## src/rtl/hash_window_scanner_if.sv

```systemverilog
// Bus interface for hash_window_scanner: capture strobe, scroll controls and
// the displayed window.
interface hash_window_scanner_if #(
  parameter int DATA_W = 256,
  parameter int WIN_W  = 16
);
  localparam int NUM_WIN = DATA_W / WIN_W;
  localparam int SEL_W   = (NUM_WIN > 1) ? $clog2(NUM_WIN) : 1;

  logic [DATA_W-1:0] data_in;
  logic              data_valid;
  logic              auto_mode;
  logic [SEL_W-1:0]  sel;
  logic              hold;
  logic [WIN_W-1:0]  window;
  logic [SEL_W-1:0]  win_idx;
  logic              captured;
  logic              sweep_done;

  // Stimulus side: drives capture and scroll controls, observes the window.
  modport master (
    output data_in, data_valid, auto_mode, sel, hold,
    input  window, win_idx, captured, sweep_done
  );

  // Scanner side.
  modport slave (
    input  data_in, data_valid, auto_mode, sel, hold,
    output window, win_idx, captured, sweep_done
  );
endinterface

```

## src/rtl/hash_window_scanner.sv

```systemverilog
// Captures a wide word (e.g. a hash result) and presents it one WIN_W slice
// at a time, either under manual selection or auto-scrolling with a dwell
// time per slice.
module hash_window_scanner #(
  parameter int DATA_W = 256,
  parameter int WIN_W  = 16,
  parameter int DWELL  = 125000000
) (
  input  logic                  clk,
  input  logic                  rst_n,
  hash_window_scanner_if.slave  bus
);

  localparam int NUM_WIN = DATA_W / WIN_W;
  localparam int SEL_W   = (NUM_WIN > 1) ? $clog2(NUM_WIN) : 1;
  localparam int CNT_W   = (DWELL > 1) ? $clog2(DWELL) : 1;

  localparam logic [SEL_W-1:0] LAST_IDX = SEL_W'(NUM_WIN - 1);
  localparam logic [CNT_W-1:0] CNT_LAST = CNT_W'(DWELL - 1);
  // Alternating 1010... pattern shown when there is nothing valid to show.
  localparam logic [WIN_W-1:0] PAD      = WIN_W'({(WIN_W + 1) / 2{2'b10}});

  // Parameter sanity: the word must split evenly into windows.
  if ((DATA_W % WIN_W) != 0) begin : g_bad_split
    $error("hash_window_scanner: DATA_W must be a multiple of WIN_W");
  end
  if (DWELL < 1) begin : g_bad_dwell
    $error("hash_window_scanner: DWELL must be at least 1");
  end

  typedef enum logic [1:0] {
    ST_EMPTY  = 2'd0,
    ST_MANUAL = 2'd1,
    ST_AUTO   = 2'd2
  } state_e;

  state_e                          r_state;
  state_e                          w_state_nxt;
  logic [DATA_W-1:0]               r_snapshot;
  logic [SEL_W-1:0]                r_win_idx;
  logic [CNT_W-1:0]                r_dwell_cnt;
  logic                            r_captured;
  logic                            r_sweep_done;

  logic [SEL_W-1:0]                w_win_idx_nxt;
  logic [CNT_W-1:0]                w_cnt_nxt;
  logic                            w_sweep_nxt;
  logic                            w_wrap;
  logic [NUM_WIN-1:0][WIN_W-1:0]   w_slices;
  logic [WIN_W-1:0]                w_window;

  // Index NUM_WIN-1 and any out-of-range index both wrap back to 0.
  assign w_wrap   = (r_win_idx >= LAST_IDX);
  assign w_slices = r_snapshot;

  // State register.
  // NOTE: clocked state uses non-blocking assignments so every register
  // samples the pre-edge values of the others, independent of block order.
  always_ff @(posedge clk) begin
    if (!rst_n) begin
      r_state <= ST_EMPTY;
    end else begin
      r_state <= w_state_nxt;
    end
  end

  // Next-state: leave EMPTY on the first capture, then follow auto_mode.
  // NOTE: the output is assigned a default before any branch, so every path
  // through the block writes it and no latch is inferred.
  always_comb begin
    w_state_nxt = r_state;
    case (r_state)
      ST_EMPTY: begin
        if (bus.data_valid) begin
          w_state_nxt = bus.auto_mode ? ST_AUTO : ST_MANUAL;
        end
      end
      ST_MANUAL, ST_AUTO: begin
        w_state_nxt = bus.auto_mode ? ST_AUTO : ST_MANUAL;
      end
      default: w_state_nxt = ST_EMPTY;
    endcase
  end

  // Per-state outputs: next window index, dwell count and wrap pulse.
  always_comb begin
    w_win_idx_nxt = r_win_idx;
    w_cnt_nxt     = r_dwell_cnt;
    w_sweep_nxt   = 1'b0;
    case (r_state)
      ST_EMPTY: begin
        w_cnt_nxt = '0;
        if (bus.data_valid) begin
          w_win_idx_nxt = bus.auto_mode ? '0 : bus.sel;
        end
      end
      ST_MANUAL: begin
        // sel tracks through one register stage; dwell stays parked at 0
        // so a switch to AUTO starts a full dwell on the current index.
        w_win_idx_nxt = bus.sel;
        w_cnt_nxt     = '0;
      end
      ST_AUTO: begin
        if (bus.data_valid) begin
          // A fresh capture restarts the sweep and overrides any advance
          // or wrap due on the same edge.
          w_win_idx_nxt = '0;
          w_cnt_nxt     = '0;
        end else if (!bus.hold) begin
          if (r_dwell_cnt == CNT_LAST) begin
            w_cnt_nxt = '0;
            if (w_wrap) begin
              w_win_idx_nxt = '0;
              w_sweep_nxt   = 1'b1;
            end else begin
              w_win_idx_nxt = r_win_idx + SEL_W'(1);
            end
          end else begin
            w_cnt_nxt = r_dwell_cnt + CNT_W'(1);
          end
        end
      end
      default: begin
        w_win_idx_nxt = '0;
        w_cnt_nxt     = '0;
      end
    endcase
  end

  // Datapath registers: snapshot, capture flag, scroll position, wrap pulse.
  // NOTE: the snapshot is a plain register, not a memory, and is cleared on
  // reset because its contents reach the window output directly.
  always_ff @(posedge clk) begin
    if (!rst_n) begin
      r_snapshot   <= '0;
      r_captured   <= 1'b0;
      r_win_idx    <= '0;
      r_dwell_cnt  <= '0;
      r_sweep_done <= 1'b0;
    end else begin
      if (bus.data_valid) begin
        r_snapshot <= bus.data_in;
        r_captured <= 1'b1;
      end
      r_win_idx    <= w_win_idx_nxt;
      r_dwell_cnt  <= w_cnt_nxt;
      r_sweep_done <= w_sweep_nxt;
    end
  end

  // Window mux: registered snapshot and index straight to the output, PAD
  // before the first capture or for an index past the last window.
  always_comb begin
    w_window = PAD;
    if (r_captured && (r_win_idx <= LAST_IDX)) begin
      w_window = w_slices[r_win_idx];
    end
  end

  assign bus.window     = w_window;
  assign bus.win_idx    = r_win_idx;
  assign bus.captured   = r_captured;
  assign bus.sweep_done = r_sweep_done;

endmodule

```

## src/flat_wrapper.sv

```systemverilog
// flat-port wrapper written by rule: the top's interface ports become plain ports
module hash_window_scanner_flat 
#(
  parameter int DATA_W = 256,
  parameter int WIN_W  = 16,
  parameter int DWELL  = 125000000
)
  (clk, rst_n, bus_data_in, bus_data_valid, bus_auto_mode, bus_sel, bus_hold, bus_window, bus_win_idx, bus_captured, bus_sweep_done);
  hash_window_scanner_if #(.DATA_W(DATA_W), .WIN_W(WIN_W)) bus_i ();
  input  logic clk;
  input  logic rst_n;
  input wire logic [$bits(bus_i.data_in)-1:0] bus_data_in;
  input wire logic [$bits(bus_i.data_valid)-1:0] bus_data_valid;
  input wire logic [$bits(bus_i.auto_mode)-1:0] bus_auto_mode;
  input wire logic [$bits(bus_i.sel)-1:0] bus_sel;
  input wire logic [$bits(bus_i.hold)-1:0] bus_hold;
  output wire logic [$bits(bus_i.window)-1:0] bus_window;
  output wire logic [$bits(bus_i.win_idx)-1:0] bus_win_idx;
  output wire logic [$bits(bus_i.captured)-1:0] bus_captured;
  output wire logic [$bits(bus_i.sweep_done)-1:0] bus_sweep_done;
  assign bus_i.data_in = bus_data_in;
  assign bus_i.data_valid = bus_data_valid;
  assign bus_i.auto_mode = bus_auto_mode;
  assign bus_i.sel = bus_sel;
  assign bus_i.hold = bus_hold;
  assign bus_window = bus_i.window;
  assign bus_win_idx = bus_i.win_idx;
  assign bus_captured = bus_i.captured;
  assign bus_sweep_done = bus_i.sweep_done;
  hash_window_scanner #(.DATA_W(DATA_W), .WIN_W(WIN_W), .DWELL(DWELL)) u_core (.clk(clk), .rst_n(rst_n), .bus(bus_i));
endmodule
```

## config.mk

```make
export PLATFORM = sky130hd
export DESIGN_NAME = hash_window_scanner_flat
export DESIGN_NICKNAME = d
export VERILOG_FILES = /design/src/rtl/hash_window_scanner_if.sv /design/src/rtl/hash_window_scanner.sv /design/src/flat_wrapper.sv
export SDC_FILE = /design/constraint.sdc
export NUM_CORES = 1
export LEC_CHECK = 0
export CORE_MARGIN = 2
export CORE_UTILIZATION = 35
export CTS_BUF_LIST = sky130_fd_sc_hd__clkbuf_2
export CTS_CLUSTER_DIAMETER = 60
export CTS_CLUSTER_SIZE = 28
export DETAILED_ROUTE_END_ITERATION = 10
export MAX_ROUTING_LAYER = met4
export SYNTH_ARGS = -nofsm -noshare
export SYNTH_HDL_FRONTEND = slang
export SYNTH_SLANG_ARGS = --single-unit
```

## constraint.sdc

```tcl
create_clock -name clk -period 2.8 [get_ports clk]
set_clock_uncertainty 0.1 [all_clocks]
set_input_delay 0.28 -clock clk [delete_from_list [all_inputs] [get_ports clk]]
set_output_delay 0.28 -clock clk [all_outputs]
set_load 0.01 [all_outputs]
```

Yosys cells after proc, flatten, opt, wreduce, memory -nomap -nowiden:

Index checks and enable logic that the tools add are counted.

* register bits after elaboration: 291
* input port bits: 265
* output and inout bits: 22
* word-level logic and storage cells: 41

* $add $sub $neg: 2
* magnitude comparators: 3
* equality and inequality tests: 6
* multiplexer cells: 15
* bitwise logic cells: 3
* reductions and logical operators: 6

Operators with widths (number)
* $bmux 16 s4: 1
* $mux 16: 2
* $add 27x1->27 const B: 1
* $eq 27x27->1 const B: 1
* $mux 27: 1
* $mux 4: 6
* $pmux 4 s3: 1
* $lt 4x5->1 const B: 1
* $reduce_or 5->1: 1
* $add 4x1->4 const B: 1
* $ge 4x4->1 const B: 1
* $le 4x4->1 const B: 1
* $mux 2: 2
* $pmux 2 s2: 1
* $ne 3x2->1 const B: 1
* $ne 3x3->1 const B: 1
* $not 1->1: 3
* $reduce_and 3->1: 1
* $reduce_or 3->1: 1
* $eq 2x1->1 const B: 1
* $eq 2x2->1 const B: 1
* $logic_not 2->1: 1
* $ne 2x2->1 const B: 1
* $reduce_or 2->1: 1
* 2 further kinds: 2

Logic depth before layout (Yosys ltp):

* depth after elaboration: 6
* depth in mapped cells: 6
* gate-level depth less buffers: 5

Worst setup path before layout:

Ideal clock, no wire load.

* path kind: register -> output
* start point: register u_core.r_win_idx[0], in the netlist u_core.bus.win_idx[0]
* end point: output port bus_window[11]
* arrival: 1853 ps
* required time: 2420 ps
* path slack: 567 ps
* stages on the path, launching flop included: 5
* buffers on the path: 1
* cell sequence: dfxtp_1 -> buf_1 -> mux4_2 -> a22oi_1 -> o211ai_1

* word-level cells in the longest chain between the ends: 3
* elaborated cells on any way between the ends: 5
* those cells by class: order compare (1); mux (3); reduce/logical (1)

Ends and longest elaborated chain
* start: declaration: line hash_window_scanner.sv:40 `logic [SEL_W-1:0] r_win_idx;`
* start signal: assignment: line hash_window_scanner.sv:145 `r_win_idx <= w_win_idx_nxt;`
* $bmux 16 s4 or $le 4x4->1 (tied branches): line hash_window_scanner.sv:156, hash_window_scanner.sv:155
* $mux 16 (implied by the code) or $logic_and 1x1->1 (tied branches): line hash_window_scanner.sv:156, hash_window_scanner.sv:155
* $mux 16 (*): line hash_window_scanner.sv:155 `if (r_captured && (r_win_idx <= LAST_IDX)) begin`
* end: declaration: line flat_wrapper.sv:17 `output wire logic [$bits(bus_i.window)-1:0] bus_window;`

Every way passes the cells marked *; elsewhere a longest branch is shown, timed or not. The select of a mux whose other input is x is not followed.

Worst setup path in the final report:

* start point: register u_core.r_win_idx[0], in the netlist u_core.bus.win_idx[0]
* end point: output port bus_window[14]

The elaborated chain is that of the path after synthesis.

==> results.txt <==
For this design, the slowest cell found on the critical path is sky130_fd_sc_hd__mux4_2. The final reports fail on setup timing. Timing startpoint of the critical path: u_core.bus.win_idx[0]. Placer's final routability congestion estimate: 0.870. The endpoint of the lowest-slack register-to-register path was u_core.r_dwell_cnt[20]. Summed over all cells, the static leakage comes to 7.86 nW. The worst register-to-register path begins at u_core.r_dwell_cnt[0]. The detailed-route wire length is 43.4 mm. The simple logic cell fraction of the synthesized area is 16.7%. The H-tree was split into 2 levels. After detailed placement, the total cell area comes to 0.0167 sq mm. Post-CTS clock slew at the launch and capture registers of the worst setup and hold paths: 280 ps. Data on the critical path arrives at its endpoint at 2740 ps. TritonCTS built the clock tree. The number of fill cells in the layout was 3,323; the standard-cell row count was 71.

For the worst setup path, the data required time is 2420 ps. For the sum of overflow across all layers after global routing, the log shows 0. Number of antenna violations at the first check in global routing: 4.

Traced cell by cell, the critical path runs through buf_12 -> buf_16 -> buf_8 -> mux4_2 -> mux2i_2 -> o22ai_1 -> buf_4. Synthesis handed over a netlist of 1,168 instances. The pre-antenna-repair detailed-routing pass consisted of 5 iterations.

The initial utilization of the core area, before any placement, comes to 35.4%. The area of the core is 0.0375 sq mm, and the post-synthesis async set-or-reset flop share is 0%. For the final number of max-transition violations, the log shows 0. The maximum fanout along the worst path was 5; the global-route wire length before repair was 64.3 mm. Mean routed wirelength per cell: 19.4 um. The maximum buffer depth of the clock tree came out at 3. Cells with a size suffix above 1 make up 12.8% of the layout. Power comes to 8.84 mW.

Type of the most critical hold path: primary input to flop. In this design, the largest share of critical-path delay is due to multiplexers. The flow ran to the end, but the final reports show violations. The worst path uses 111% of the clock period.

For flop-to-flop paths, the worst setup slack is 580 ps. The mapped netlist covers 0.0133 sq mm. The area of the die is 0.0395 sq mm. Global routing consumed, over all layers together, 22.2% of the routing resources.

For the finished layout, the period the worst path requires is 3120 ps. The category of the critical setup timing path is flop to output port. Average instance area after synthesis: 11.4 sq um. After Yosys synthesis, full adders, half adders and majority gates account for 0.189% of the synthesized area.

Count of buffer and inverter cells on the critical path: 4. For the peak supply drop, the log shows 224 uV. Setup repair after global routing could not meet its margin everywhere. The number of top-level pins is 287, and the synthesis-to-finish area growth is 51.8%.

Port buffering added 286 buffers. The xor and xnor area share after synthesis is 0.990%, and the CTS sink count is 291. Max-cap violations in this run came to 0.

For this run, the number of Yosys warnings is 0. Sequential cells were found to cover 43.9% of the synthesized design area. The tools report the post-route worst setup slack as -318 ps. The worst setup path is captured at an output port. The fraction of synthesized area in multiplexers was 32.4%; the worst reg-to-reg path cell count was 5. The startpoint type of the worst setup path is a flop. For this run, design rule violations remaining after detail routing come to 0. The detailed router finished its first iteration with 556 violations.

The critical path depth was 7. The die width was 199 um; the fraction of the mapped netlist area in compound gates was 2.92%. The later pin in the worst-skew pair is clocked with a latency of 850 ps.

Cells fill 53.7% of the core in the end. The area of the multi-input gates is 0.00720 sq mm, and the pin count of the biggest net entering global routing is 103. The last element of the critical path is bus_window[14]. For the hold violation count in the final report, the log shows 0. The number of nets in the synthesized netlist is 1,435. The number of flip-flops and latches in the synthesized netlist was 291; the storage element area was 0.00583 sq mm. The HPWL after detailed placement is 29.1 mm.

The most used flip-flop cell after synthesis is sky130_fd_sc_hd__dfxtp_1. Including well taps, the total number of placed cells is 1,899. The run gives 1,966 as the net total in the final layout.

Setup violations remaining at the end of the flow were counted as 16. The pin slew with the least headroom to its limit works out to 572 ps. Via count of the routed design: 10,700. The logs give 0.0201 sq mm for the post-route cell area and 2,238 for the final instance count without filler cells. The largest single stage delay on the critical path is 550 ps. The worst pin sits at a relative slew slack of 61.9%.

The areal power density over the cells is 439 mW/mm^2, and the die outline height is 199 um. The mean number of vias per cell came out at 4.76. In this run, synthesis inferred 0 flip-flops with an integrated enable. The tools report the highest attainable clock frequency as 321 MHz.

The via count of the first global-routing pass was 10,600; the number of buffers inserted during clock tree synthesis was 34. In this run, distinct cell masters in the synthesized netlist total 48. For the count of nets left with antenna violations after detail routing, the log shows 0. The CTS root buffer was sky130_fd_sc_hd__clkbuf_2. The main combinational cell family by area after synthesis was multiplexers.
==> layer usage <==
| layer | wire length, um | track usage [%] |
|---|---|---|
| met5 | 0 | - |
| met3 | 1730 | 2.46 |
| met1 | 19700 | 29.4 |
| met2 | 20600 | 35.8 |
| met4 | 1320 | 6.91 |
==> logic make-up (layout without fill, tap and decap cells) <==
group                    after synthesis  count (layout)
AO/OA/AOI/OAI                         56              56
buffers and inverters                 94             650
other                                  0               3
XOR/XNOR                              15              15
multiplexers                         349             349
adder cells (fa/ha/maj)                2               2
flip-flops                           291             291
AND/OR/NAND/NOR                      361             361
==> cell usage after synthesis (2+ instances only) <==
library cell | instances | area, sq um
sky130_fd_sc_hd__buf_1 | 30 | 113
sky130_fd_sc_hd__or3_1 | 4 | 25.0
sky130_fd_sc_hd__nor3b_1 | 2 | 15.0
sky130_fd_sc_hd__nand4_1 | 7 | 43.8
sky130_fd_sc_hd__nor4_1 | 4 | 25.0
sky130_fd_sc_hd__mux2i_1 | 285 | 2850
sky130_fd_sc_hd__a22oi_1 | 8 | 60.1
sky130_fd_sc_hd__nand3_1 | 7 | 35.0
sky130_fd_sc_hd__nor4b_1 | 3 | 26.3
sky130_fd_sc_hd__and3_1 | 7 | 43.8
sky130_fd_sc_hd__nand4b_1 | 2 | 17.5
sky130_fd_sc_hd__nor2_1 | 23 | 86.3
sky130_fd_sc_hd__xor2_1 | 4 | 35.0
sky130_fd_sc_hd__nor3_1 | 5 | 25.0
sky130_fd_sc_hd__buf_2 | 6 | 30.0
sky130_fd_sc_hd__mux4_2 | 64 | 1440
sky130_fd_sc_hd__nand2_1 | 16 | 60.1
sky130_fd_sc_hd__o21ai_0 | 6 | 30.0
sky130_fd_sc_hd__o211ai_1 | 8 | 60.1
sky130_fd_sc_hd__o31ai_1 | 8 | 60.1
sky130_fd_sc_hd__inv_1 | 8 | 30.0
sky130_fd_sc_hd__or4_1 | 8 | 60.1
sky130_fd_sc_hd__clkbuf_1 | 46 | 173
sky130_fd_sc_hd__nor2b_1 | 258 | 1610
sky130_fd_sc_hd__a21oi_1 | 12 | 60.1
sky130_fd_sc_hd__and2_1 | 4 | 25.0
sky130_fd_sc_hd__ha_1 | 2 | 25.0
sky130_fd_sc_hd__o22ai_1 | 9 | 56.3
sky130_fd_sc_hd__dfxtp_1 | 291 | 5830
sky130_fd_sc_hd__buf_4 | 3 | 22.5
sky130_fd_sc_hd__xnor2_1 | 11 | 96.3
==> registers in the layout, summed over array words and instances, names as in the netlist <==
name and cells:
u_core.bus.captured 1, u_core.bus.sweep_done 1, u_core.bus.win_idx 4, u_core.r_dwell_cnt 27, u_core.r_snapshot 256, u_core.r_state 2
==> layout by cell type (no fill, tap or decap), types with 7 or more instances in the layout <==
master                            instances
sky130_fd_sc_hd__o31ai_1                  8
sky130_fd_sc_hd__inv_1                    8
sky130_fd_sc_hd__buf_12                  15
sky130_fd_sc_hd__nand4_1                  7
sky130_fd_sc_hd__nor2_1                  23
sky130_fd_sc_hd__mux4_2                  64
sky130_fd_sc_hd__or4_1                    8
sky130_fd_sc_hd__dlygate4sd3_1          249
sky130_fd_sc_hd__a21oi_1                 12
sky130_fd_sc_hd__nand3_1                  7
sky130_fd_sc_hd__dfxtp_1                288
sky130_fd_sc_hd__a22oi_2                  8
sky130_fd_sc_hd__and3_1                   7
sky130_fd_sc_hd__nand2_1                 16
sky130_fd_sc_hd__buf_2                   13
sky130_fd_sc_hd__o211ai_1                 8
sky130_fd_sc_hd__nor2b_1                258
sky130_fd_sc_hd__mux2i_1                277
sky130_fd_sc_hd__clkdlybuf4s50_1        267
sky130_fd_sc_hd__buf_4                   23
sky130_fd_sc_hd__xnor2_1                 11
sky130_fd_sc_hd__clkbuf_2                37
==> how the worst min path moves through the flow <==
stage / slack [ps] / endpoint / cells after the start / start
5_1_grt: 10 / u_core.r_snapshot[205] / 3 / bus_data_in[205]
2_1_floorplan: 250 / u_core.r_state[0] / 1 / bus_auto_mode
3_5_place_dp: 370 / u_core.r_dwell_cnt[26] / 2 / u_core.r_dwell_cnt[26]
3_3_place_gp: 360 / u_core.r_dwell_cnt[25] / 2 / u_core.r_dwell_cnt[25]
6_report: 70 / u_core.r_snapshot[120] / 3 / bus_data_in[120]
4_1_cts: 2 / u_core.r_snapshot[221] / 3 / bus_data_in[221]
==> cell type report <==
cell class                 count  area share (%)
inverter                       8           0.149
sequential                   291            29.0
tap                          511            3.17
antenna                        3          0.0373
clock buffer                  37           0.920
multi-input combinational    783            35.8
clock inverter                24            1.37
timing repair buffer         581            29.6
==> metrics by stage <==
step	setup slack, ps	setup TNS, ps	hold slack (ps)
detailed placement	174	0	374
finish	-318	-4390	72.9
floorplan	567	0	252
CTS	-398	-5650	2.28
global route	-427	-6150	12.3
global placement	170	0	362
==> worst min-delay path: stages <==
cell and delay (ps):
sky130_fd_sc_hd__clkdlybuf4s50_1 460, sky130_fd_sc_hd__mux2i_1 160, sky130_fd_sc_hd__nor2b_1 60
==> repair_timing <==
item	4_1_cts	5_1_grt
endpoints found under the setup margin	16	16
gates resized for setup	101	6
gates cloned	6	0
hold buffers	247	2
buffers inserted	21	1
pin swaps	13	6
hold endpoints to repair	261	2
==> report_power, final <==
group	internal, mW	total (mW)	switching [mW]
Clock	0.775	2.50	1.73
Sequential	4.38	4.52	0.141
Combinational	1.14	1.82	0.676
Total	6.29	8.84	2.54
Power figures use the tool's default switching activity.
